$ cat src/rtl/branch_predict_pkg.sv
// Shared types and helpers for the branch predictor.
//   sat_ctr_t      : 2-bit saturating counter
//   SAT_CTR_RESET  : weakly not-taken reset value
//   SAT_CTR_MAX    : strongly taken ceiling
//   sat_ctr_next() : one saturating training step, never wraps
package branch_predict_pkg;

   typedef logic [1:0] sat_ctr_t;

   localparam sat_ctr_t SAT_CTR_RESET = 2'b01;
   localparam sat_ctr_t SAT_CTR_MAX   = 2'b11;
   localparam sat_ctr_t SAT_CTR_MIN   = 2'b00;

   function automatic sat_ctr_t sat_ctr_next(sat_ctr_t c, logic taken);
      sat_ctr_t n;
      if (taken) begin
         n = (c == SAT_CTR_MAX) ? c : c + 2'b01;
      end else begin
         n = (c == SAT_CTR_MIN) ? c : c - 2'b01;
      end
      return n;
   endfunction

endpackage

$ cat src/rtl/global_history_reg.sv
// Global branch history shift register with recovery-load priority.
// Ports:
//   clk, areset      : clock, synchronous active-high reset (history -> 0)
//   recover_valid    : misprediction recovery, wins over shift_valid
//   recover_low      : low HIST_W-1 bits of the history captured at predict time
//   recover_taken    : resolved outcome appended after recovery
//   shift_valid      : a prediction was issued; shift in shift_bit
//   shift_bit        : predicted direction
//   history          : current history (registered)
module global_history_reg
   import branch_predict_pkg::*;
#(
   parameter int unsigned HIST_W = 7
) (
   input  logic              clk,
   input  logic              areset,
   input  logic              recover_valid,
   input  logic [HIST_W-2:0] recover_low,
   input  logic              recover_taken,
   input  logic              shift_valid,
   input  logic              shift_bit,
   output logic [HIST_W-1:0] history
);

   logic [HIST_W-1:0] history_d, history_q;

   always_comb begin
      history_d = history_q;
      if (recover_valid) begin
         history_d = {recover_low, recover_taken};
      end else if (shift_valid) begin
         history_d = {history_q[HIST_W-2:0], shift_bit};
      end
   end

   always_ff @(posedge clk) begin
      if (areset) begin
         history_q <= '0;
      end else begin
         history_q <= history_d;
      end
   end

   assign history = history_q;

endmodule

$ cat src/rtl/branch_predict_gshare.sv
// gshare branch predictor: PHT of 2-bit counters indexed by PC ^ global history.
// Optional macro: GSHARE_BYPASS_EN forwards a same-index training write into the
// same-cycle prediction (and therefore into the history shift).
// Ports:
//   clk, areset          : clock, synchronous active-high reset
//   predict_valid        : fetch issued a prediction; gates the history shift
//   predict_pc           : PC being predicted
//   predict_taken        : predicted direction (combinational)
//   predict_history      : history used for this prediction (combinational)
//   train_valid          : resolved branch reported
//   train_taken          : actual outcome
//   train_mispredicted   : restore history from train_history
//   train_pc             : PC of resolved branch
//   train_history        : history captured at predict time
// HIST_W must equal PC_W.
module branch_predict_gshare
   import branch_predict_pkg::*;
#(
   parameter int unsigned PC_W   = 7,
   parameter int unsigned HIST_W = 7
) (
   input  logic              clk,
   input  logic              areset,
   input  logic              predict_valid,
   input  logic [PC_W-1:0]   predict_pc,
   output logic              predict_taken,
   output logic [HIST_W-1:0] predict_history,
   input  logic              train_valid,
   input  logic              train_taken,
   input  logic              train_mispredicted,
   input  logic [PC_W-1:0]   train_pc,
   input  logic [HIST_W-1:0] train_history
);

   localparam int unsigned DEPTH = 2 ** PC_W;

   sat_ctr_t          pht_q [DEPTH];
   logic [HIST_W-1:0] history;
   logic [PC_W-1:0]   pred_idx;
   logic [PC_W-1:0]   train_idx;
   sat_ctr_t          train_ctr_next;

   assign pred_idx       = predict_pc ^ history;
   assign train_idx      = train_pc ^ train_history;
   assign train_ctr_next = sat_ctr_next(pht_q[train_idx], train_taken);

   always_comb begin
      predict_taken = pht_q[pred_idx][1];
`ifdef GSHARE_BYPASS_EN
      if (train_valid && (train_idx == pred_idx)) begin
         predict_taken = train_ctr_next[1];
      end
`endif
   end

   assign predict_history = history;

   always_ff @(posedge clk) begin
      if (areset) begin
         for (int unsigned i = 0; i < DEPTH; i++) begin
            pht_q[i] <= SAT_CTR_RESET;
         end
      end else if (train_valid) begin
         pht_q[train_idx] <= train_ctr_next;
      end
   end

   global_history_reg #(
      .HIST_W(HIST_W)
   ) u_history (
      .clk          (clk),
      .areset       (areset),
      .recover_valid(train_valid && train_mispredicted),
      .recover_low  (train_history[HIST_W-2:0]),
      .recover_taken(train_taken),
      .shift_valid  (predict_valid),
      .shift_bit    (predict_taken),
      .history      (history)
   );

endmodule

$ cat config.mk
export PLATFORM = sky130hd
export DESIGN_NAME = branch_predict_gshare
export DESIGN_NICKNAME = d
export VERILOG_FILES = /design/src/rtl/branch_predict_pkg.sv /design/src/rtl/global_history_reg.sv /design/src/rtl/branch_predict_gshare.sv
export SDC_FILE = /design/constraint.sdc
export NUM_CORES = 1
export LEC_CHECK = 0
export BUFFER_PORTS_ARGS = -buffer_cell sky130_fd_sc_hd__buf_2
export CAP_MARGIN = 15
export CORE_MARGIN = 2
export CORE_UTILIZATION = 30
export CTS_CLUSTER_DIAMETER = 100
export DETAILED_ROUTE_END_ITERATION = 12
export GPL_TIMING_DRIVEN = 0
export PLACE_DENSITY_LB_ADDON = 0.3
export SLEW_MARGIN = 20
export SYNTH_ARGS = -nofsm -noshare
export SYNTH_HDL_FRONTEND = slang
export SYNTH_SLANG_ARGS = --single-unit
$ cat constraint.sdc
create_clock -name clk -period 3.89 [get_ports clk]
set_input_delay 0.5835 -clock clk [delete_from_list [all_inputs] [get_ports clk]]
set_output_delay 0.5835 -clock clk [all_outputs]
set_load 0.005 [all_outputs]
# Word level (Yosys, flattened, before mapping)
# Memory sizes are Yosys's and may differ from the RTL's.
# Cells that the tools add are included.
# totals
ram_bits	256
reg_bits	7
inputBits	27
elab_cells	24
memories	1
output_inout_bits	8
# mem_list
memory	words	width	rd	rd_ports_with_merged_regs	write_ports	line	text
pht_q	128	2	2	0	128	branch_predict_gshare.sv:37	sat_ctr_t pht_q [DEPTH];
# classes
addsub	2
n_mux	13
reduce_logical	4
n_bitwise	2
eq_ne	1
# op_table
operator	n
7-bit two-way mux	3
7-bit XOR	2
2-bit two-way mux	4
1-bit two-way mux	6
2-bit by 1-bit adder with 2-bit output (second input constant)	1
2-bit equality test (second input constant)	1
2-bit logical NOT	1
2-bit nonzero test	1
2-bit OR reduction	1
2-bit by 1-bit subtractor with 2-bit output (second input constant)	1
1-bit logical AND	1

# Longest topological paths before layout
# An unclocked memory read counts as a cell.
# logic_depth
ltp_word	6
depth_mapped	14
depth_no_buf	9

# Cells and area by module
# A second synthesis with hierarchy kept.
# unflattened
hier_cells	1226
hier_area_um2	13919.6
# by_module_without_submodules
module	cells_per_inst	area_per_inst_um2	instances
branch_predict_gshare	1196	13598.0	1
global_history_reg	30	321.6	1

# Worst setup path after synthesis
# No wires, ideal clock.
# synth_timing
kind	input-to-reg
from	input train_history[1]
to	memory pht_q[104][1] in the netlist's numbering, data pin
setup_time_ns	0.254
t_arrival_ns	3.190
path_buffers	4
required_ns	3.636
setup_slack_ns	0.446
path_stages	13
path_cell_list	xor2_1 -> buf_6 -> buf_6 -> mux2_1 -> a221oi_1 -> o221ai_1 -> a22oi_1 -> nand4_1 -> a2111oi_4 -> maj3_4 -> buf_8 -> buf_12 -> nor2_4
# synth_rtl
element	line	text
start, declared	branch_predict_gshare.sv:32	input logic [HIST_W-1:0] train_history
end, declared	branch_predict_gshare.sv:37	

# Final worst setup path
# layout_timing
from	register u_history.history_q[4] (netlist: u_history.history[4])
to	output predict_taken
# layout_via
elab_chain_cells	2
# layout_rtl
element	line	text
start, declared	global_history_reg.sv:25	logic [HIST_W-1:0] history_d, history_q;
start signal, assigned	global_history_reg.sv:40	history_q <= history_d;
7-bit XOR	branch_predict_gshare.sv:43	assign pred_idx = predict_pc ^ history;
memory read 128 x 2 bit	-	
end, declared	branch_predict_gshare.sv:26	output logic predict_taken,
# Every way passes these cells.

==> metrics.md <==
| Metric | Value |
|---|---|
| Status | finished, violations left |
| Failing checks | setup timing |
| Maximum root-to-sink buffer count | 3 |
| Final period util | 102.4% |
| Die area | 53650 sq um |
| Fillers | ~5.1k |
| Async set or reset register ratio after synthesis | 0% |
| Min-Delay Path Depth | 3 |
| Kind of start point of the critical path | flip-flop |
| Area grow syn2layout | 14.73% |
| Simple-Gate Fraction of Synth Area | 27.68% |
| Cells after Synth | 1445 |
| Die Span Y | approximately 230 um |
| Largest family of logic cells by synthesized area | simple AND/OR/NAND/NOR gates |
| Count leader, synth | nand2_1 |
| Drt first-iter violations | 1955 |
| Final instance area | 17830 sq um |
| TritonCTS Sinks | 263 |
| # IOs | 35 |
| Antenna-violating nets left | 0 |
| Core region area | between 50000 and 60000 sq um |
| Adder-Cell Fraction of Synth Area | 0.1529% |
| Worst Setup Slack, final | -0.09507 ns |
| Relative slew slack | 17.33% |
| Leak | 5.565 nW |
| R2R Setup Slk | roughly 0.58 ns |
| Complex-gate fraction of the synthesized area | between 6 and 7% |
| Largest net degree at the start of global routing | 14 |
| Layout cells sized above 1 | a little under a quarter |
| Worst Reg-to-Reg Cells | 10 |
| Yosys top cell by area | edfxtp_1 |
| H-tree depth | 1 |
| Clk_skew | 0.01646 ns |
| WP data arrival | 3.40 ns |
| Final period demand of the worst path | 3.985 ns |
| DRT Pass-1 Iters | 6 |
| Pwr/cell area | about 460 nW/um^2 |
| Top post-synthesis cells by count | 288 x nand2_1, 256 x edfxtp_1, 142 x nand3_1, 131 x nand2b_1, 100 x nor2_4 |
| Fin Setup TNS | -0.09507 ns |
| Syn Nets | 1472 |
| Max_cap viols | 0 |
| Hold-fix buffers at CTS | 0 |
| Root Driver | clkbuf_16 |
| Cts bufs inserted | 28 |
| Mux contribution to synthesized area | 8.323% |
| Finish-stage setup viols | 1 |
| Synth warn | 0 |
| Synth top area share | 49.45% |
| Wire per inst | 30.15 um |
| Sequential fraction of the synthesis area | 50.35% |
| Vias in the first global route | 12.39k |
| Register bit total from synthesis | 263 |
| Chip Width | 231.6 um |
| Final nets | 1549 |
| Total power | roughly 8.2 mW |
| Initial antenna violation count | 5 |
| Critical setup path kind | reg -> out |
| Peak supply drop | about 290 uV |
| Worst-path clk slew | 0.07 ns |
| Hold Startpoint | train_taken |
| Via/cell ratio | 5.865 |
| RR Startpoint | pht_q[53][1] |
| Hold_ws | around 0.30 ns |
| Via count | 13.04k |
| Critical path fanouts, max | 5 |
| CTS tree | done |
| Skew-Pair Late Insertion Delay | 0.58 ns |
| Grt ovf | 0 |
| Row count | between 80 and 90 |
| Final Hold Fails | 0 |
| IO buf count | 33 |
| Max Freq | 0.2509 GHz |
| Overall Global Routing Usage | 24.78% |
| Mean Syn Cell Area | 10.76 sq um |
| Placed Instance Area | 16570 sq um |
| Hold crit path type | in -> reg |
| # DRC | 0 |
| Hpwl dp | 45.05 mm |
| WHS Endpoint | u_history.history[0] |
| Post-synth top flop | edfxtp_1 |
| Gpl congestion | 0.9990 |
| Worst Tran Pin Value | approximately 1.2 ns |
| Effective utilization at floorplan | 30.30% |
| Max-slew violations | 0 |
| Worst r2r dst | pht_q[30][0] |
| Global-route wire length before repair | 93.00 mm |
| CP Capture Type | primary output |
| Xor/xnor share of the synthesized area | 1.682% |
| Synth Cell Area | 15540 sq um |
| EDFF count, synth | 256 |
| Drt total wl | between 60 and 70 mm |
| Synth area leaders | edfxtp_1 49%, nor2_4 7.2%, nand2_1 7.0% |
| CP required | 3.31 ns |
| Netlist cell types | 57 |
[layout by cell type (no fill, tap or decap), drive strengths merged, types with 11 or more instances in the layout]
cell type and n:
nand2b 131, nor2 178, nand3 142, xnor2 13, clkbuf 82, a22oi 12
a221oi 12, mux2i 34, edfxtp 256, nand2 288, a21oi 71, buf 122
clkinv 13, mux2 16, nor4 19, xor2 13, mux4 34, nor3 11
o21ai 30
[state kept, by name (all words and copies together) (netlist names)]
signal	cells
u_history.history	7
pht_q	256
[critical path, cell delays in order (launching register included)]
cell     delay [ns]
dfxtp_1        0.36
xor2_1         0.20
nor2_1         0.77
o21ai_0        0.22
nor4_1         0.58
or4_4          0.29
mux4_2         0.26
inv_1          0.04
buf_2          0.11
[per-stage QoR]
| stage | utilization, % | worst slack, ns | instances |
|---|---|---|---|
| final | 34.76 | -0.09507 | 2223 |
| after global routing | 34.75 | -0.01901 | 2220 |
| after CTS | 34.55 | 0.0007061 | 2216 |
| after detailed placement | 32.30 | -1.249 | 2158 |
| after global placement | 32.28 | -1.291 | 2158 |
| after floorplan | - | 0.4457 | 1445 |
[worst max path at each step]
stage,cells after the start,endpoint,start,slack (ns)
after CTS,12,pht_q[96][0],train_history[2],0.0007
after global placement,13,pht_q[115][0],train_history[2],-1.29
after detailed placement,13,pht_q[88][0],train_history[2],-1.25
final,8,predict_taken,u_history.history[4],-0.1
after floorplan,13,pht_q[104][1],train_history[1],0.45
after global routing,9,predict_taken,u_history.history[0],-0.02
[power breakdown]
part           internal (mW)  total, mW  leakage, nW  switching (mW)
clock network           1.47       2.65        0.422            1.17
logic                  0.676       2.31         2.79            1.63
registers               3.17       3.23         2.36          0.0539
[per-layer routing]
metal / up-vias / GRT usage, % / part of all wire [%]
met5: - / 0 / 0
met4: 0 / 15.85 / 7.4
met3: 258 / 4.970 / 13
met2: 1034 / 36.72 / 42
met1: 6439 / 33.00 / 38
li1: 5308 / - / -
[kinds of logic after synthesis]
family          count (synthesis)
compound gates                160
xor+xnor                       26
fa+ha+maj                       2
buf+inv                       128
flops                         263
mux                            84
simple gates                  782
[cell type report]
class / count / area, sq um / area share, %
Timing Repair Buffer: 47 / 295.3 / 1.656
Sequential cell: 263 / 7834 / 43.92
Clock buffer: 32 / 737.0 / 4.132
Multi-Input combinational cell: 1054 / 7005 / 39.28
Inverter: 2 / 7.507 / 0.04209
Tap cell: 680 / 850.8 / 4.771
Antenna cell: 3 / 7.507 / 0.04209
Buffer: 126 / 970.9 / 5.444
Clock inverter: 16 / 126.4 / 0.7086
[repair_timing]
action                                  4_1_cts  5_1_grt
buffers inserted                             10        4
endpoints found under the setup margin      258      235
resized for setup                            56       21
pin swaps                                     6        1
Note: power is estimated with default switching activity, not from simulation.
